$ cat src/rtl/alu_op_issuer_pkg.sv
// Shared definitions for the ALU operation issuer.
//   - Opcode constants for the 8-bit Processador datapath (OP_NOP, OP_ADD .. OP_XNOR).
//   - Response error codes (ERR_OK, ERR_ILLEGAL, ERR_DIVZERO).
//   - Issuer FSM state encoding.
//   - screen_cmd(): classifies an incoming command before it is issued.
package alu_op_issuer_pkg;

    localparam logic [7:0] OP_NOP  = 8'h00;
    localparam logic [7:0] OP_ADD  = 8'h01;
    localparam logic [7:0] OP_SUB  = 8'h02;
    localparam logic [7:0] OP_MUL  = 8'h03;
    localparam logic [7:0] OP_DIV  = 8'h04;
    localparam logic [7:0] OP_MOD  = 8'h05;
    localparam logic [7:0] OP_AND  = 8'h06;
    localparam logic [7:0] OP_OR   = 8'h07;
    localparam logic [7:0] OP_XOR  = 8'h08;
    localparam logic [7:0] OP_NOT  = 8'h09;
    localparam logic [7:0] OP_SHL  = 8'h0A;
    localparam logic [7:0] OP_SHR  = 8'h0B;
    localparam logic [7:0] OP_XNOR = 8'h0C;

    typedef enum logic [1:0] {
        ERR_OK      = 2'b00,
        ERR_ILLEGAL = 2'b01,
        ERR_DIVZERO = 2'b10
    } err_t;

    typedef enum logic [1:0] {
        ST_IDLE = 2'd0,
        ST_WAIT = 2'd1,
        ST_RESP = 2'd2
    } state_t;

    // Illegal opcodes take priority over the divisor check, so an
    // out-of-range opcode with a zero operand2 reports ERR_ILLEGAL.
    function automatic err_t screen_cmd(input logic [7:0] opcode,
                                        input logic       divisor_is_zero);
        err_t result;
        result = ERR_OK;
        if ((opcode == OP_NOP) || (opcode > OP_XNOR)) begin
            result = ERR_ILLEGAL;
        end else if (((opcode == OP_DIV) || (opcode == OP_MOD)) && divisor_is_zero) begin
            result = ERR_DIVZERO;
        end
        return result;
    endfunction

endpackage

$ cat src/rtl/alu_op_issuer_sat_counter.sv
// sat_counter: saturating event counter used for the optional issue statistics.
//   clk    in   rising-edge clock
//   reset  in   asynchronous active-low reset, clears the count
//   inc    in   count one event this cycle
//   count  out  W-bit count, sticks at all-ones
module sat_counter #(
    parameter int W = 16
) (
    input  logic         clk,
    input  logic         reset,
    input  logic         inc,
    output logic [W-1:0] count
);

    always_ff @(posedge clk or negedge reset) begin
        if (!reset) begin
            count <= '0;
        end else if (inc && (count != {W{1'b1}})) begin
            count <= count + W'(1);
        end
    end

endmodule

$ cat src/rtl/alu_op_issuer.sv
// alu_op_issuer: command-side initiator for the 8-bit Processador datapath.
// A host command {opcode, operand1, operand2} is accepted over valid/ready,
// screened, driven onto the processor inputs and held for the datapath
// latency; the registered result and flags are then returned with an error
// code over a second valid/ready channel.
//
// Handshake rule (both channels): a transfer happens on the rising edge where
// valid && ready are both high; the sender keeps its payload stable while
// valid is high and ready is low; only one command is ever outstanding.
//
// Ports
//   clk, reset                    clock, asynchronous active-low reset
//   cmd_valid/cmd_ready           command channel
//   cmd_opcode/operand1/operand2  command payload (legal opcodes 01..0C)
//   proc_opcode/operand1/operand2 drive to the processor
//   proc_result/proc_flags        registered result from the processor
//   rsp_valid/rsp_ready           response channel
//   rsp_result/flags/error        response payload (error 00 ok, 01 illegal, 10 div0)
//   busy                          FSM is not IDLE
//   stat_issued/stat_errors       statistics, only when ISSUE_STATS_EN is defined
//   dbg_state                     current FSM state, for observation
//
// Build option: define ISSUE_STATS_EN to add the two saturating statistics counters.
module alu_op_issuer
    import alu_op_issuer_pkg::*;
#(
    parameter int DATA_W       = 8,
    parameter int PROC_LATENCY = 2,
    parameter int CNT_W        = 16
) (
    input  logic              clk,
    input  logic              reset,
    input  logic              cmd_valid,
    output logic              cmd_ready,
    input  logic [7:0]        cmd_opcode,
    input  logic [DATA_W-1:0] cmd_operand1,
    input  logic [DATA_W-1:0] cmd_operand2,
    output logic [7:0]        proc_opcode,
    output logic [DATA_W-1:0] proc_operand1,
    output logic [DATA_W-1:0] proc_operand2,
    input  logic [DATA_W-1:0] proc_result,
    input  logic [DATA_W-1:0] proc_flags,
    output logic              rsp_valid,
    input  logic              rsp_ready,
    output logic [DATA_W-1:0] rsp_result,
    output logic [DATA_W-1:0] rsp_flags,
    output logic [1:0]        rsp_error,
    output logic              busy,
`ifdef ISSUE_STATS_EN
    output logic [CNT_W-1:0]  stat_issued,
    output logic [CNT_W-1:0]  stat_errors,
`endif
    output state_t            dbg_state
);

    localparam int WAIT_W = (PROC_LATENCY > 0) ? $clog2(PROC_LATENCY + 1) : 1;

    state_t            state_q;
    state_t            state_d;
    logic [WAIT_W-1:0] wait_cnt_q;
    logic [WAIT_W-1:0] wait_cnt_d;
    logic              ready_en_q;
    err_t              pend_err_q;
    err_t              rsp_error_q;
    err_t              screen;
    logic              accept;
    logic              capture;
    logic              rsp_fire;

    // Keeps cmd_ready low while reset is held and for the release edge, so
    // every output reads 0 in reset and cmd_ready rises one cycle after release.
    always_ff @(posedge clk or negedge reset) begin
        if (!reset) begin
            ready_en_q <= 1'b0;
        end else begin
            ready_en_q <= 1'b1;
        end
    end

    assign screen   = screen_cmd(cmd_opcode, (cmd_operand2 == '0));
    assign accept   = cmd_valid && cmd_ready;
    assign capture  = (state_q == ST_WAIT) && (wait_cnt_q == '0);
    assign rsp_fire = rsp_valid && rsp_ready;

    // ------------------------------------------------------------------
    // FSM state register
    // ------------------------------------------------------------------
    always_ff @(posedge clk or negedge reset) begin
        if (!reset) begin
            state_q    <= ST_IDLE;
            wait_cnt_q <= '0;
        end else begin
            state_q    <= state_d;
            wait_cnt_q <= wait_cnt_d;
        end
    end

    // ------------------------------------------------------------------
    // FSM next state and handshake outputs
    // A rejected command still passes through WAIT, with the counter loaded
    // to zero, so its response appears one edge after acceptance; a legal
    // command waits PROC_LATENCY+1 edges for the processor's registered result.
    // ------------------------------------------------------------------
    always_comb begin
        state_d    = state_q;
        wait_cnt_d = wait_cnt_q;
        cmd_ready  = 1'b0;
        rsp_valid  = 1'b0;
        busy       = 1'b1;
        case (state_q)
            ST_IDLE: begin
                busy      = 1'b0;
                cmd_ready = ready_en_q;
                if (cmd_valid && ready_en_q) begin
                    state_d    = ST_WAIT;
                    wait_cnt_d = (screen == ERR_OK) ? WAIT_W'(PROC_LATENCY) : '0;
                end
            end
            ST_WAIT: begin
                if (wait_cnt_q == '0) begin
                    state_d = ST_RESP;
                end else begin
                    wait_cnt_d = wait_cnt_q - WAIT_W'(1);
                end
            end
            ST_RESP: begin
                rsp_valid = 1'b1;
                if (rsp_ready) begin
                    state_d = ST_IDLE;
                end
            end
            default: begin
                state_d    = ST_IDLE;
                wait_cnt_d = '0;
            end
        endcase
    end

    // ------------------------------------------------------------------
    // Processor drive and response capture
    // proc_* only change on a legal accept (and proc_opcode returns to NOP
    // at the response handshake), so they are constant throughout WAIT.
    // ------------------------------------------------------------------
    always_ff @(posedge clk or negedge reset) begin
        if (!reset) begin
            proc_opcode   <= OP_NOP;
            proc_operand1 <= '0;
            proc_operand2 <= '0;
            pend_err_q    <= ERR_OK;
            rsp_error_q   <= ERR_OK;
            rsp_result    <= '0;
            rsp_flags     <= '0;
        end else begin
            if (accept) begin
                pend_err_q <= screen;
                if (screen == ERR_OK) begin
                    proc_opcode   <= cmd_opcode;
                    proc_operand1 <= cmd_operand1;
                    proc_operand2 <= cmd_operand2;
                end else begin
                    rsp_result <= '0;
                    rsp_flags  <= '0;
                end
            end
            if (capture) begin
                rsp_error_q <= pend_err_q;
                if (pend_err_q == ERR_OK) begin
                    rsp_result <= proc_result;
                    rsp_flags  <= proc_flags;
                end
            end
            if (rsp_fire) begin
                proc_opcode <= OP_NOP;
            end
        end
    end

    assign rsp_error = rsp_error_q;
    assign dbg_state = state_q;

`ifdef ISSUE_STATS_EN
    // Both counters step at the accept edge, classified by the screen result.
    sat_counter #(.W(CNT_W)) u_stat_issued (
        .clk   (clk),
        .reset (reset),
        .inc   (accept && (screen == ERR_OK)),
        .count (stat_issued)
    );

    sat_counter #(.W(CNT_W)) u_stat_errors (
        .clk   (clk),
        .reset (reset),
        .inc   (accept && (screen != ERR_OK)),
        .count (stat_errors)
    );
`endif

endmodule

$ cat config.mk
export PLATFORM = sky130hd
export DESIGN_NAME = alu_op_issuer
export DESIGN_NICKNAME = d
export VERILOG_FILES = /design/src/rtl/alu_op_issuer_pkg.sv /design/src/rtl/alu_op_issuer_sat_counter.sv /design/src/rtl/alu_op_issuer.sv
export SDC_FILE = /design/constraint.sdc
export NUM_CORES = 1
export LEC_CHECK = 0
export BUFFER_PORTS_ARGS = -buffer_cell sky130_fd_sc_hd__buf_4
export CORE_UTILIZATION = 50
export DETAILED_ROUTE_END_ITERATION = 12
export HOLD_SLACK_MARGIN = 0.05
export PLACE_DENSITY = 0.84
export SLEW_MARGIN = 20
export SYNTH_ARGS = -nofsm -noshare
export SYNTH_HDL_FRONTEND = slang
export SYNTH_SLANG_ARGS = --single-unit
$ cat constraint.sdc
create_clock -name clk -period 2.66 [get_ports clk]
set_clock_uncertainty 0.1 [all_clocks]
set_input_delay 0.133 -clock clk [delete_from_list [all_inputs] [get_ports clk]]
set_output_delay 0.133 -clock clk [all_outputs]
set_load 0.005 [all_outputs]
# Yosys cells after proc, flatten, opt, wreduce, memory -nomap -nowiden
# Index checks and enable logic that the tools add are counted.
[word_totals]
regBits = 49
latchBits = 0
n_memories = 0
mem_bits_ro = 0
in_bits = 44
elab_cells = 64
mem_bits_rw = 0
[op_classes]
add_sub_neg = 1
n_mux = 24
n_lt_le_gt_ge = 1
div = 0
multipliers = 0
n_reduce_logical = 19
n_eq_ne = 8
n_shift = 0
bitwise_logic = 1
[ops]
columns = ["operator", "count"]
rows = [
  ["$mux W8", 11],
  ["$eq A8 B3 Y1 const B", 2],
  ["$logic_not A8 Y1", 2],
  ["$mux W2", 8],
  ["$pmux W2 S3", 2],
  ["$gt A8 B4 Y1 const B", 1],
  ["$logic_not A2 Y1", 4],
  ["$ne A2 B2 Y1 const B", 3],
  ["$reduce_and A3 Y1", 2],
  ["$logic_and A1 B1 Y1", 5],
  ["$reduce_and A2 Y1", 2],
  ["$reduce_bool A2 Y1", 2],
  ["$mux W1", 3],
  ["$eq A2 B1 Y1 const B", 1],
  ["$eq A2 B2 Y1 const B", 1],
  ["$logic_or A1 B1 Y1", 2],
  ["$ne A2 B1 Y1 const B", 1],
  ["$sub A2 B1 Y2 const B", 1],
  ["$not A1 Y1", 1],
]

# Longest topological paths before layout
# Gate-level depths: netlist of run 1.
[logic_depth]
ltp_word = 10
depth_mapped = 8

# Least setup slack after synthesis of run 1
# Ideal clock, no wire load.
[synth_timing]
path_type = "flip-flop to flip-flop"
start = "reg wait_cnt_q[0]"
end = "reg rsp_flags[4]"
path_slack_ns = 0.846
path_stages_with_launch = 8
t_arrival_ns = 1.637
t_required_ns = 2.484
period_less_slack_ns = 1.814
path_buffers = 1
path_cell_list = "dfrtp_1 > inv_1 > ha_1 > nand3b_1 > nor3_1 > clkbuf_1 > nand2_1 > o21ai_1"
[synth_between]
elab_chain_len = 3
[synth_lines]
columns = ["item", "line_no", "rtl"]
rows = [
  ["start, declared", "alu_op_issuer.sv:60", "logic [WAIT_W-1:0] wait_cnt_q;"],
  ["start signal, assigned", "alu_op_issuer.sv:94", "wait_cnt_q <= wait_cnt_d;"],
  ["$logic_not A2 Y1", "alu_op_issuer.sv:82", "assign capture = (state_q == ST_WAIT) && (wait_cnt_q == '0);"],
  ["$logic_and A1 B1 Y1", "alu_op_issuer.sv:82", ""],
  ["$mux W8", "alu_op_issuer.sv:165", "if (capture) begin"],
  ["end signal, assigned", "alu_op_issuer.sv:169", "rsp_flags <= proc_flags;"],
  ["end, declared", "alu_op_issuer.sv:46", "output logic [DATA_W-1:0] rsp_flags,"],
]
# Every way passes these cells.
# A chain may end at the register's enable or synchronous reset.

# Final worst setup path of run 1
[layout_timing]
start = "in cmd_opcode[6]"
end = "reg proc_operand2[7]"
[layout_between]
elab_chain_len = 7
elab_cells_between_ends = 11
cone_classes = "order compare: 1; eq/ne: 2; mux: 2; reduce/logical: 6"
[layout_lines]
columns = ["item", "line_no", "rtl"]
rows = [
  ["start, declared", "alu_op_issuer.sv:35", "input logic [7:0] cmd_opcode,"],
  ["parallel branches: the longest is 4 deep, another holds $gt A8 B4 Y1", "n/a", ""],
  ["$mux W2 *", "alu_op_issuer_pkg.sv:40", "if ((opcode == OP_NOP) || (opcode > OP_XNOR)) begin"],
  ["$logic_not A2 Y1 *", "alu_op_issuer.sv:156", "if (screen == ERR_OK) begin"],
  ["$reduce_and A2 Y1 (no line) *", "n/a", ""],
  ["end signal, assigned", "alu_op_issuer.sv:159", "proc_operand2 <= cmd_operand2;"],
  ["end, declared", "alu_op_issuer.sv:40", "output logic [DATA_W-1:0] proc_operand2,"],
]
# Mark *: on every way between the ends.

==> impl_metrics.prom, run 1 <==
# TYPE chip_impl_metric gauge
chip_impl_metric{name="finalWirelength",unit="um"} 5692
chip_impl_metric{name="final_core_util",unit="%"} 81.92
chip_impl_metric{name="vdd_drop_max",unit="mV"} 0.5496
chip_impl_metric{name="starting_density_of_the_core",unit="%"} 52.08
chip_impl_metric{name="port_buf_inserts",unit=""} 90
chip_impl_metric{name="cts-root-to-sink-buffers",unit=""} 2
chip_impl_metric{name="syn_avg_cell_area",unit="um^2"} 11.62
chip_impl_metric{name="finalWorstPathRequiredPeriod",unit="ns"} 2.268
chip_impl_info{name="worstSetupEndpointType",value="flip-flop"} 1
chip_impl_metric{name="met2_length",unit="um"} 2936
chip_impl_metric{name="antenna_found_initial",unit=""} 0
chip_impl_metric{name="comb_power_share",unit="%"} 37.4
chip_impl_metric{name="synth_cells",unit=""} 178
chip_impl_info{name="start_kind",value="input pin"} 1
chip_impl_info{name="layout.cells.most_common_list",value="sky130_fd_sc_hd__buf_4 (91), sky130_fd_sc_hd__dfrtp_1 (49), sky130_fd_sc_hd__nand2_1 (40), sky130_fd_sc_hd__dlygate4sd3_1 (40), sky130_fd_sc_hd__mux2_4 (12)"} 1
chip_impl_metric{name="cts.sink_count",unit=""} 49
chip_impl_metric{name="wire_length_of_the_first_global_routing_pass",unit="um"} 8949
chip_impl_info{name="critical_path.cell_chain",value="dlygate4sd3_1, buf_4, or4_4, nor2_2, nand4_4, mux2_4"} 1
chip_impl_metric{name="initialDrtViolationCount",unit=""} 89
chip_impl_metric{name="setup_buffers_after_cts",unit=""} 0
chip_impl_metric{name="insertion_delay",unit="ns"} 0.29
chip_impl_info{name="layout_commonest_cell",value="sky130_fd_sc_hd__buf_4"} 1
chip_impl_metric{name="worst_slew_pin_slew",unit="ns"} 0.6299
chip_impl_metric{name="clk_pin_slew_worst_paths",unit="ns"} 0.08
chip_impl_metric{name="met3RoutedLength",unit="um"} 358
chip_impl_metric{name="synth.net_count",unit=""} 223
chip_impl_metric{name="maximum_number_of_pins_on_one_net_before_global_route_repair",unit=""} 50
chip_impl_info{name="path_class",value="input pin to flip-flop"} 1
chip_impl_info{name="timing.hold.worst.class",value="input pin to flip-flop"} 1
chip_impl_metric{name="detailed_route_wire_length_on_metal_1",unit="um"} 2326
chip_impl_metric{name="io_count",unit=""} 91
chip_impl_metric{name="viasPerCell",unit=""} 5.067
chip_impl_metric{name="route.antenna.remaining_nets",unit=""} 0
chip_impl_metric{name="die_h",unit="um"} 66.32
chip_impl_metric{name="max-cap-violations",unit=""} 0
chip_impl_metric{name="required_time_of_the_worst_setup_path",unit="ns"} 2.75
chip_impl_metric{name="critPathMaxFanout",unit=""} 24
chip_impl_info{name="cts_root_buffer",value="sky130_fd_sc_hd__clkbuf_8"} 1
chip_impl_metric{name="intPower",unit="mW"} 1.659
chip_impl_metric{name="row_count",unit=""} 23
chip_impl_metric{name="total_number_of_h_tree_levels",unit=""} 2
chip_impl_metric{name="dieArea",unit="um^2"} 4398
chip_impl_metric{name="synth_seq_cells",unit=""} 49
chip_impl_metric{name="worst_slack",unit="ns"} 0.3919
chip_impl_info{name="crit_end",value="proc_operand2[7]"} 1
chip_impl_metric{name="fin_setup_tns",unit="ns"} 0
chip_impl_metric{name="grt_remaining_overflow",unit=""} 0
chip_impl_metric{name="nNetsFinal",unit=""} 355
chip_impl_metric{name="post_route_cells_drive_above_1_share",unit="%"} 38.83
chip_impl_info{name="timing.critical_path.from",value="cmd_opcode[6]"} 1
chip_impl_metric{name="cts_inserted_buffers",unit=""} 5
chip_impl_info{name="origin_of_the_critical_flop_to_flop_path",value="dbg_state[1]"} 1
chip_impl_metric{name="powerDensity",unit="nW/um^2"} 740.9
chip_impl_metric{name="core_area",unit="um^2"} 3971
chip_impl_metric{name="period_share",unit="%"} 85.27
chip_impl_metric{name="pleak",unit="nW"} 1.720
chip_impl_metric{name="drt_pass1_iterations",unit=""} 4
chip_impl_metric{name="synth-seq-area-share",unit="%"} 59.29
chip_impl_metric{name="fmax",unit="MHz"} 440.9
chip_impl_info{name="worstReg2RegEnd",value="proc_operand2[7]"} 1
chip_impl_metric{name="route.vias.total",unit=""} 1819
chip_impl_metric{name="r2r_slack",unit="ns"} 0.57
chip_impl_metric{name="sequentialPowerShare",unit="%"} 46.2
chip_impl_metric{name="gp_congestion",unit=""} 0.6632
chip_impl_metric{name="critical-path-max-stage-delay",unit="ns"} 0.54
chip_impl_info{name="tritoncts",value="done"} 1
chip_impl_metric{name="synthDistinctLibCells",unit=""} 32
chip_impl_metric{name="placement.setup.worst_slack",unit="ns"} 0.3555
chip_impl_info{name="outcome",value="completed"} 1
chip_impl_metric{name="setup_viol_count_final",unit=""} 0
chip_impl_metric{name="crit_arrival",unit="ns"} 2.35
chip_impl_metric{name="final_hold_viol_count",unit=""} 0
chip_impl_metric{name="area_growth",unit="%"} 57.29
chip_impl_metric{name="clkPwrFrac",unit="%"} 16.4
chip_impl_metric{name="relSlewSlack",unit="%"} 58.00
chip_impl_metric{name="synth.cell_area",unit="um^2"} 2068
chip_impl_info{name="unrepaired_setup_endpoints_after_global_routing",value="false"} 1
chip_impl_metric{name="yosysWarningCount",unit=""} 0
chip_impl_metric{name="final-max-slew-violation-count",unit=""} 0
chip_impl_metric{name="drt-wirelength-per-cell",unit="um"} 15.86
chip_impl_metric{name="switching_share",unit="%"} 31.16
chip_impl_metric{name="antenna_diode_count",unit=""} 0
chip_impl_metric{name="fill_cells",unit=""} 235
chip_impl_metric{name="total_switching_power",unit="uW"} 751.0
chip_impl_metric{name="dp_hpwl",unit="um"} 3420
chip_impl_info{name="critPathSlowestCell",value="sky130_fd_sc_hd__dlygate4sd3_1"} 1
chip_impl_info{name="top_signal_layer_used",value="met4"} 1
chip_impl_metric{name="worst_r2r_path_depth",unit=""} 4
chip_impl_metric{name="drcViolationCount",unit=""} 0
chip_impl_metric{name="die_w",unit="um"} 66.32
chip_impl_metric{name="vias_in_the_first_global_route",unit=""} 1882
chip_impl_metric{name="groute.usage.overall",unit="%"} 28.14
[per-layer routing]
layer | track usage (%) | vias to the layer above
li1 | - | 864
met1 | 33.03 | 859
met2 | 50.26 | 88
met3 | 6.897 | 8
met4 | 8.777 | 0
met5 | 0 | -
[how the worst min path moves through the flow]
stage                     depth (start not counted)       endpoint          start
after floorplan                                   0   dbg_state[0]          reset
after global routing                              5  wait_cnt_q[1]  cmd_opcode[5]
after detailed placement                          1  rsp_result[7]          reset
after CTS                                         4  pend_err_q[0]  cmd_opcode[7]
final                                             5  wait_cnt_q[1]  cmd_opcode[4]
after global placement                            1  rsp_result[7]          reset
[cells by family (layout without fill, tap and decap cells)]
kind of cell | Yosys count | after routing | share of synthesized area (%)
AND/OR/NAND/NOR | 66 | 66 | 16.27
flip-flops | 49 | 49 | 59.29
AO/OA/AOI/OAI | 24 | 24 | 6.231
multiplexers | 22 | 22 | 13.91
buffers and inverters | 15 | 146 | 3.508
adder cells (fa/ha/maj) | 1 | 1 | 0.6049
other | 1 | 1 | 0.1813
[cells in the mapped netlist]
cell                       count  area, um^2
sky130_fd_sc_hd__a31oi_1       1       6.260
sky130_fd_sc_hd__buf_6         2       22.52
sky130_fd_sc_hd__a21o_1        1       7.510
sky130_fd_sc_hd__o211ai_1      1       7.510
sky130_fd_sc_hd__nand2_1      40       150.1
sky130_fd_sc_hd__and3_1        5       31.28
sky130_fd_sc_hd__buf_2         1       5.000
sky130_fd_sc_hd__o21ai_0       9       45.04
sky130_fd_sc_hd__a21oi_1       1       5.000
sky130_fd_sc_hd__mux2i_1       4       40.04
sky130_fd_sc_hd__or4_4         1       11.26
sky130_fd_sc_hd__nand3b_1      1       7.510
sky130_fd_sc_hd__dfrtp_1      49        1226
sky130_fd_sc_hd__nor3_1        2       10.01
sky130_fd_sc_hd__or3_1         1       6.260
sky130_fd_sc_hd__nand4_4       1       21.27
sky130_fd_sc_hd__o31ai_1       1       7.510
sky130_fd_sc_hd__nor3b_2       1       12.51
sky130_fd_sc_hd__clkbuf_1      3       11.26
sky130_fd_sc_hd__and2_1        2       12.51
sky130_fd_sc_hd__nor4b_1       3       26.28
sky130_fd_sc_hd__mux2_4       12       180.2
sky130_fd_sc_hd__inv_1         9       33.78
sky130_fd_sc_hd__nor4_1        2       12.51
sky130_fd_sc_hd__nand3_1       3       15.01
sky130_fd_sc_hd__o21ai_1      10       50.05
sky130_fd_sc_hd__nand2b_1      1       6.260
sky130_fd_sc_hd__ha_1          1       12.51
sky130_fd_sc_hd__nor2_2        1       6.260
sky130_fd_sc_hd__nor2_1        2       7.510
sky130_fd_sc_hd__conb_1        1       3.750
sky130_fd_sc_hd__mux2_2        6       67.56
[final cells by class]
cell class	instances	area [um^2]	area share, %
clock buffers	5	68.82	2.115
well taps	50	62.56	1.923
inverters	9	33.78	1.038
flip-flops and latches	49	1226	37.69
repair buffers	131	1084	33.31
clock inverters	1	5.005	0.1538
multi-input cells	114	773.2	23.77
[metrics by stage]
step	total power [mW]	cell area [um^2]	hold slack (ns)	std cells
after global placement	1.908	2775	0.08110	313
after CTS	2.389	3249	0.1539	359
final	2.410	3253	0.1578	359
after global routing	2.567	3253	0.1913	359
after floorplan	1.456	2068	-0.2626	178
after detailed placement	1.948	2775	0.08313	313
[state kept, by name, summed over array words and instances (netlist names)]
| name | cells |
|---|---|
| ready_en_q | 1 |
| pend_err_q | 2 |
| proc_operand2 | 8 |
| rsp_result | 8 |
| rsp_error | 2 |
| dbg_state | 2 |
| wait_cnt_q | 2 |
| rsp_flags | 8 |
| proc_operand1 | 8 |
| proc_opcode | 8 |
[power groups by stage]
stage / sequential (mW) / combinational [mW] / clock, mW
global route: 1.14 / 0.994 / 0.435
finish: 1.11 / 0.901 / 0.394
CTS: 1.10 / 0.884 / 0.405
detailed placement: 1.11 / 0.836 / 0
global placement: 1.10 / 0.807 / 0
floorplan: 1.11 / 0.350 / 0
[repair_timing]
action,in CTS,in global routing
setup endpoints to repair,0,6
hold endpoints to repair,87,0
hold buffers,40,0
resized for setup,0,1
[critical path, delay by kind of cell]
family | cells | cell delay [ns]
and+or+nand+nor | 3 | 1.06
buffers and inverters | 2 | 0.67
muxes | 1 | 0.49
No activity file was read; power rests on OpenSTA's default activity.
==> run 2, diff against run 1 <==
--- a/config.mk
+++ b/config.mk
@@ -10,6 +10,7 @@
 export DETAILED_ROUTE_END_ITERATION = 12
 export HOLD_SLACK_MARGIN = 0.05
 export PLACE_DENSITY = 0.84
+export REMOVE_ABC_BUFFERS = 1
 export SLEW_MARGIN = 20
 export SYNTH_ARGS = -nofsm -noshare
 export SYNTH_HDL_FRONTEND = slang
==> impl_metrics.prom, run 2 (same netlist as run 1, synthesis figures left out) <==
# TYPE chip_impl_metric gauge
chip_impl_info{name="timing.critical_path.from",value="cmd_opcode[0]"} 1
chip_impl_metric{name="r2r_slack",unit="ns"} 0.55
chip_impl_info{name="unrepaired_setup_endpoints_after_global_routing",value="false"} 1
chip_impl_metric{name="port_buf_inserts",unit=""} 90
chip_impl_metric{name="pleak",unit="nW"} 1.735
chip_impl_metric{name="cts.sink_count",unit=""} 49
chip_impl_metric{name="cts_inserted_buffers",unit=""} 5
chip_impl_metric{name="vias_in_the_first_global_route",unit=""} 1847
chip_impl_metric{name="io_count",unit=""} 91
chip_impl_metric{name="final.hold.worst_slack",unit="ns"} 0.1927
chip_impl_metric{name="post_route_cells_drive_above_1_share",unit="%"} 39.03
chip_impl_info{name="path_class",value="input pin to flip-flop"} 1
chip_impl_metric{name="initialDrtViolationCount",unit=""} 188
chip_impl_metric{name="finalWirelength",unit="um"} 5773
chip_impl_metric{name="antenna_found_initial",unit=""} 0
chip_impl_info{name="origin_of_the_critical_flop_to_flop_path",value="dbg_state[1]"} 1
chip_impl_metric{name="drt_pass1_iterations",unit=""} 5
chip_impl_metric{name="clk_pin_slew_worst_paths",unit="ns"} 0.08
chip_impl_metric{name="post_cts_resized",unit=""} 0
chip_impl_metric{name="starting_density_of_the_core",unit="%"} 52.08
chip_impl_metric{name="dieArea",unit="um^2"} 4398
chip_impl_metric{name="fmax",unit="MHz"} 422.3
chip_impl_info{name="worstSetupEndpointType",value="flip-flop"} 1
chip_impl_info{name="timing.hold.worst.class",value="input pin to flip-flop"} 1
chip_impl_metric{name="critPathMaxFanout",unit=""} 16
chip_impl_metric{name="route.antenna.remaining_nets",unit=""} 0
chip_impl_metric{name="nNetsFinal",unit=""} 355
chip_impl_metric{name="final_hold_viol_count",unit=""} 0
chip_impl_metric{name="worst_slew_pin_slew",unit="ns"} 0.7593
chip_impl_info{name="tritoncts",value="done"} 1
chip_impl_metric{name="period_share",unit="%"} 89.03
chip_impl_info{name="layout.cells.most_common_list",value="sky130_fd_sc_hd__buf_4 (91), sky130_fd_sc_hd__dfrtp_1 (49), sky130_fd_sc_hd__nand2_1 (40), sky130_fd_sc_hd__dlygate4sd3_1 (40), sky130_fd_sc_hd__mux2_4 (12)"} 1
chip_impl_info{name="layout_commonest_cell",value="sky130_fd_sc_hd__buf_4"} 1
chip_impl_metric{name="fin_setup_tns",unit="ns"} 0
chip_impl_metric{name="post-place-cells",unit=""} 313
chip_impl_metric{name="die_h",unit="um"} 66.32
chip_impl_metric{name="finalWorstPathRequiredPeriod",unit="ns"} 2.368
chip_impl_metric{name="required_time_of_the_worst_setup_path",unit="ns"} 2.70
chip_impl_info{name="cts_root_buffer",value="sky130_fd_sc_hd__clkbuf_8"} 1
chip_impl_metric{name="row_count",unit=""} 23
chip_impl_metric{name="drt-wirelength-per-cell",unit="um"} 16.04
chip_impl_info{name="start_kind",value="input pin"} 1
chip_impl_metric{name="die_w",unit="um"} 66.32
chip_impl_metric{name="worst_r2r_path_depth",unit=""} 4
chip_impl_metric{name="vdd_drop_max",unit="mV"} 0.6196
chip_impl_info{name="crit_end",value="rsp_flags[3]"} 1
chip_impl_metric{name="drcViolationCount",unit=""} 0
chip_impl_metric{name="crit_arrival",unit="ns"} 2.40
chip_impl_metric{name="powerDensity",unit="nW/um^2"} 768.0
chip_impl_metric{name="gp_congestion",unit=""} 0.7861
chip_impl_metric{name="core_area",unit="um^2"} 3971
chip_impl_metric{name="area_growth",unit="%"} 58.74
chip_impl_metric{name="insertion_delay",unit="ns"} 0.29
chip_impl_metric{name="total_number_of_h_tree_levels",unit=""} 2
chip_impl_metric{name="total_power",unit="mW"} 2.521
chip_impl_metric{name="fin_cells",unit=""} 360
chip_impl_metric{name="groute.usage.overall",unit="%"} 27.29
chip_impl_metric{name="wire_length_of_the_first_global_routing_pass",unit="um"} 8618
chip_impl_metric{name="relSlewSlack",unit="%"} 49.38
chip_impl_metric{name="viasPerCell",unit=""} 5.169
chip_impl_metric{name="route.vias.total",unit=""} 1861
chip_impl_info{name="worstReg2RegEnd",value="proc_operand2[6]"} 1
chip_impl_metric{name="setup_viol_count_final",unit=""} 0
chip_impl_metric{name="max-cap-violations",unit=""} 0
chip_impl_metric{name="dp_hpwl",unit="um"} 3333
chip_impl_metric{name="grt_remaining_overflow",unit=""} 0
chip_impl_metric{name="antenna_diode_count",unit=""} 0
chip_impl_info{name="outcome",value="completed"} 1
chip_impl_metric{name="final-max-slew-violation-count",unit=""} 0
chip_impl_metric{name="cts-root-to-sink-buffers",unit=""} 2
chip_impl_metric{name="maximum_number_of_pins_on_one_net_before_global_route_repair",unit=""} 50
run 2: cell types whose count changed in the layout (fill, tap and decap cells not counted):
cell                        change
sky130_fd_sc_hd__bufinv_16      +1
run 2: worst max-delay path, stage by stage:
cell and delay [ns]:
sky130_fd_sc_hd__dlygate4sd3_1 0.55, sky130_fd_sc_hd__buf_4 0.15, sky130_fd_sc_hd__nor4_1 0.55, sky130_fd_sc_hd__nor3b_2 0.15
sky130_fd_sc_hd__a21oi_2 0.62, sky130_fd_sc_hd__o21ai_0 0.24
run 2: power by group:
group	leakage, nW	total (mW)	internal, mW	switching (mW)
clock	0.0540	0.502	0.273	0.228
sequential	0.655	1.10	0.959	0.141
combinational	1.03	0.919	0.527	0.393
total	1.73	2.52	1.76	0.763
run 2: worst min-delay path by stage:
stage / start / end / slack, ns / cells after the start
2_1_floorplan: reset / dbg_state[0] / -0.26 / 0
3_3_place_gp: reset / proc_operand1[7] / 0.08 / 1
3_5_place_dp: reset / proc_operand1[7] / 0.08 / 1
4_1_cts: cmd_opcode[7] / wait_cnt_q[1] / 0.15 / 5
5_1_grt: cmd_opcode[7] / wait_cnt_q[1] / 0.20 / 5
6_report: cmd_opcode[7] / wait_cnt_q[1] / 0.19 / 5
run 2: area by class of cell:
class                      count  area (um^2)
inverter                       9        33.78
multi-input combinational    114        773.2
timing repair buffer         131         1084
clock inverter                 2        35.03
fill                         221        688.2
clock buffer                   5        68.82
tap                           50        62.56
sequential                    49         1226
run 2: layer usage:
metal  share of wire, %  vias to the layer above  GRT usage [%]
met5                  0                        -              0
met4                3.4                        0          13.03
met3                7.4                       19          7.069
met2                 50                      107          46.17
met1                 39                      873          32.09
li1                   -                      862              -
run 2: what timing repair did:
item,4_1_cts,5_1_grt
buffers inserted,0,0
hold endpoints to repair,87,0
hold buffers,40,0
run 2: stage by stage:
| step | area (um^2) | worst slack (ns) | utilization, % |
|---|---|---|---|
| floorplan | 2029 | 0.6697 | - |
| global placement | 2775 | 0.3330 | 69.88 |
| detailed placement | 2775 | 0.2509 | 69.88 |
| CTS | 3279 | 0.01455 | 82.58 |
| global route | 3283 | 0.1975 | 82.67 |
| finish | 3283 | 0.2919 | 82.67 |
==> run 3, diff against run 2 <==
--- a/config.mk
+++ b/config.mk
@@ -6,6 +6,7 @@
 export NUM_CORES = 1
 export LEC_CHECK = 0
 export BUFFER_PORTS_ARGS = -buffer_cell sky130_fd_sc_hd__buf_4
+export CORE_ASPECT_RATIO = 0.6
 export CORE_UTILIZATION = 50
 export DETAILED_ROUTE_END_ITERATION = 12
 export HOLD_SLACK_MARGIN = 0.05
==> impl_metrics.prom, run 3 (same netlist as run 1, synthesis figures left out) <==
# TYPE chip_impl_metric gauge
chip_impl_metric{name="dp_hpwl",unit="um"} 3482
chip_impl_metric{name="fmax",unit="MHz"} 437.2
chip_impl_metric{name="finalWorstPathRequiredPeriod",unit="ns"} 2.287
chip_impl_metric{name="worst_slew_pin_slew",unit="ns"} 0.6013
chip_impl_metric{name="cts-root-to-sink-buffers",unit=""} 2
chip_impl_info{name="worstReg2RegEnd",value="proc_operand2[3]"} 1
chip_impl_metric{name="met2_length",unit="um"} 2764
chip_impl_info{name="origin_of_the_critical_flop_to_flop_path",value="dbg_state[1]"} 1
chip_impl_info{name="critPathSlowestCell",value="sky130_fd_sc_hd__dlygate4sd3_1"} 1
chip_impl_metric{name="cts_inserted_buffers",unit=""} 5
chip_impl_metric{name="maximum_number_of_pins_on_one_net_before_global_route_repair",unit=""} 50
chip_impl_metric{name="worst_r2r_path_depth",unit=""} 4
chip_impl_info{name="worstSetupEndpointType",value="flip-flop"} 1
chip_impl_metric{name="max-cap-violations",unit=""} 0
chip_impl_metric{name="insertion_delay",unit="ns"} 0.30
chip_impl_metric{name="drt_pass1_iterations",unit=""} 4
chip_impl_metric{name="cp.buffers_inverters",unit=""} 2
chip_impl_metric{name="port_buf_inserts",unit=""} 90
chip_impl_metric{name="route.vias.total",unit=""} 1858
chip_impl_metric{name="die_w",unit="um"} 85.03
chip_impl_metric{name="crit_arrival",unit="ns"} 2.37
chip_impl_metric{name="cts.sink_count",unit=""} 49
chip_impl_info{name="critical_path.cell_chain",value="dlygate4sd3_1, buf_4, nor4_1, nand3_1, nand4_4, mux2_2"} 1
chip_impl_metric{name="required_time_of_the_worst_setup_path",unit="ns"} 2.75
chip_impl_info{name="top_signal_layer_used",value="met4"} 1
chip_impl_metric{name="grt_remaining_overflow",unit=""} 0
chip_impl_metric{name="wire_length_of_the_first_global_routing_pass",unit="um"} 9211
chip_impl_metric{name="r2r_slack",unit="ns"} 0.60
chip_impl_metric{name="detailed_route_wire_length_on_metal_1",unit="um"} 2610
chip_impl_metric{name="viasPerCell",unit=""} 5.175
chip_impl_metric{name="vdd_drop_max",unit="mV"} 0.4338
chip_impl_metric{name="final.hold.worst_slack",unit="ns"} 0.1400
chip_impl_info{name="crit_family",value="simple AND/OR/NAND/NOR gates"} 1
chip_impl_metric{name="antenna_diode_count",unit=""} 0
chip_impl_metric{name="initialDrtViolationCount",unit=""} 116
chip_impl_metric{name="met3RoutedLength",unit="um"} 467
chip_impl_metric{name="drcViolationCount",unit=""} 0
chip_impl_metric{name="fin_setup_tns",unit="ns"} 0
chip_impl_metric{name="final_hold_viol_count",unit=""} 0
chip_impl_metric{name="relSlewSlack",unit="%"} 59.91
chip_impl_metric{name="gp_congestion",unit=""} 0.7765
chip_impl_metric{name="core_area",unit="um^2"} 3807
chip_impl_metric{name="nNetsFinal",unit=""} 356
chip_impl_info{name="worst_hold_endpoint",value="wait_cnt_q[1]"} 1
chip_impl_metric{name="route.antenna.remaining_nets",unit=""} 0
chip_impl_metric{name="total_number_of_h_tree_levels",unit=""} 2
chip_impl_metric{name="die_h",unit="um"} 51.82
chip_impl_metric{name="period_share",unit="%"} 85.98
chip_impl_metric{name="area_growth",unit="%"} 57.96
chip_impl_info{name="cts_root_buffer",value="sky130_fd_sc_hd__clkbuf_8"} 1
chip_impl_metric{name="dieArea",unit="um^2"} 4406
chip_impl_info{name="layout.cells.most_common_list",value="sky130_fd_sc_hd__buf_4 (92), sky130_fd_sc_hd__dfrtp_1 (49), sky130_fd_sc_hd__nand2_1 (40), sky130_fd_sc_hd__dlygate4sd3_1 (40), sky130_fd_sc_hd__mux2_4 (12)"} 1
chip_impl_metric{name="io_count",unit=""} 91
chip_impl_info{name="unrepaired_setup_endpoints_after_global_routing",value="false"} 1
chip_impl_info{name="layout_commonest_cell",value="sky130_fd_sc_hd__buf_4"} 1
chip_impl_metric{name="groute.usage.overall",unit="%"} 28.22
chip_impl_metric{name="critPathMaxFanout",unit=""} 24
chip_impl_metric{name="post_cts_resized",unit=""} 0
chip_impl_metric{name="pleak",unit="nW"} 1.724
chip_impl_metric{name="clk_pin_slew_worst_paths",unit="ns"} 0.09
chip_impl_info{name="path_class",value="input pin to flip-flop"} 1
chip_impl_info{name="outcome",value="completed"} 1
chip_impl_metric{name="critical-path-max-stage-delay",unit="ns"} 0.55
chip_impl_metric{name="row_count",unit=""} 17
chip_impl_metric{name="vias_in_the_first_global_route",unit=""} 1860
chip_impl_info{name="timing.hold.worst.start",value="cmd_opcode[7]"} 1
chip_impl_metric{name="finalWirelength",unit="um"} 5903
chip_impl_metric{name="final-max-slew-violation-count",unit=""} 0
chip_impl_metric{name="post_route_cells_drive_above_1_share",unit="%"} 38.78
chip_impl_info{name="timing.hold.worst.class",value="input pin to flip-flop"} 1
chip_impl_metric{name="powerDensity",unit="nW/um^2"} 758.0
chip_impl_metric{name="antenna_found_initial",unit=""} 0
chip_impl_metric{name="drt-wirelength-per-cell",unit="um"} 16.44
chip_impl_metric{name="starting_density_of_the_core",unit="%"} 54.32
chip_impl_info{name="tritoncts",value="done"} 1
chip_impl_metric{name="setup_viol_count_final",unit=""} 0
chip_impl_info{name="start_kind",value="input pin"} 1
chip_impl_metric{name="worstHoldPathCells",unit=""} 5
-- run 3: cell count changes in the layout (fill, tap and decap cells not counted) --
cell	delta
sky130_fd_sc_hd__a21oi_1	+1
sky130_fd_sc_hd__a21oi_2	-1
sky130_fd_sc_hd__buf_4	+1
sky130_fd_sc_hd__bufinv_16	-1
sky130_fd_sc_hd__clkbuf_1	+1
sky130_fd_sc_hd__clkinv_2	-1
sky130_fd_sc_hd__clkinvlp_4	+2
-- run 3: worst min-delay path, stage by stage --
cell and delay (ns):
sky130_fd_sc_hd__buf_4 0.08, sky130_fd_sc_hd__or4_4 0.13, sky130_fd_sc_hd__nor3b_2 0.06, sky130_fd_sc_hd__nand3_1 0.07, sky130_fd_sc_hd__nand2_1 0.04
-- run 3: cell type report --
type | count | area, um^2
flip-flops and latches | 49 | 1226
repair buffers | 132 | 1091
multi-input cells | 114 | 769.5
fillers | 197 | 540.5
clock buffers | 6 | 72.57
well taps | 47 | 58.81
inverters | 9 | 33.78
clock inverters | 2 | 15.01
-- run 3: worst max-delay path by stage --
stage	from	endpoint	slack, ns	cells past startpoint
final	cmd_operand2[2]	proc_operand1[1]	0.37	6
after global routing	cmd_operand2[2]	proc_operand1[1]	0.24	6
after CTS	cmd_operand2[2]	proc_operand1[2]	0.41	6
after detailed placement	cmd_opcode[4]	proc_operand1[7]	0.55	5
after global placement	cmd_opcode[4]	proc_operand1[6]	0.59	5
after floorplan	wait_cnt_q[0]	rsp_flags[4]	0.67	6
-- run 3: what timing repair did --
action                                  in CTS  in global routing
endpoints found under the setup margin       0                  0
buffers inserted                             0                  0
endpoints found under the hold margin       87                  0
hold buffers                                40                  0
-- run 3: power breakdown --
group          internal [mW]  switching [mW]  total, mW  leakage [nW]
clock network          0.186           0.250      0.436        0.0374
registers              0.959           0.152       1.11         0.655
logic                  0.531           0.399      0.930          1.03
-- run 3: per-stage QoR --
step | std cells | worst slack (ns) | utilization, % | total power [mW] | cell area, um^2
floorplan | 172 | 0.6697 | - | 1.447 | 2029
global placement | 311 | 0.5852 | 72.99 | 1.921 | 2779
detailed placement | 311 | 0.5473 | 72.99 | 1.958 | 2779
CTS | 359 | 0.4074 | 85.80 | 2.438 | 3267
global route | 359 | 0.2420 | 85.80 | 2.615 | 3267
finish | 359 | 0.3729 | 85.80 | 2.476 | 3267
-- run 3: per-layer routing --
| metal | track usage [%] | up-vias |
|---|---|---|
| met5 | 0 | - |
| met4 | 6.780 | 0 |
| met3 | 6.190 | 7 |
| met2 | 47.18 | 85 |
| met1 | 38.29 | 900 |
| li1 | - | 866 |
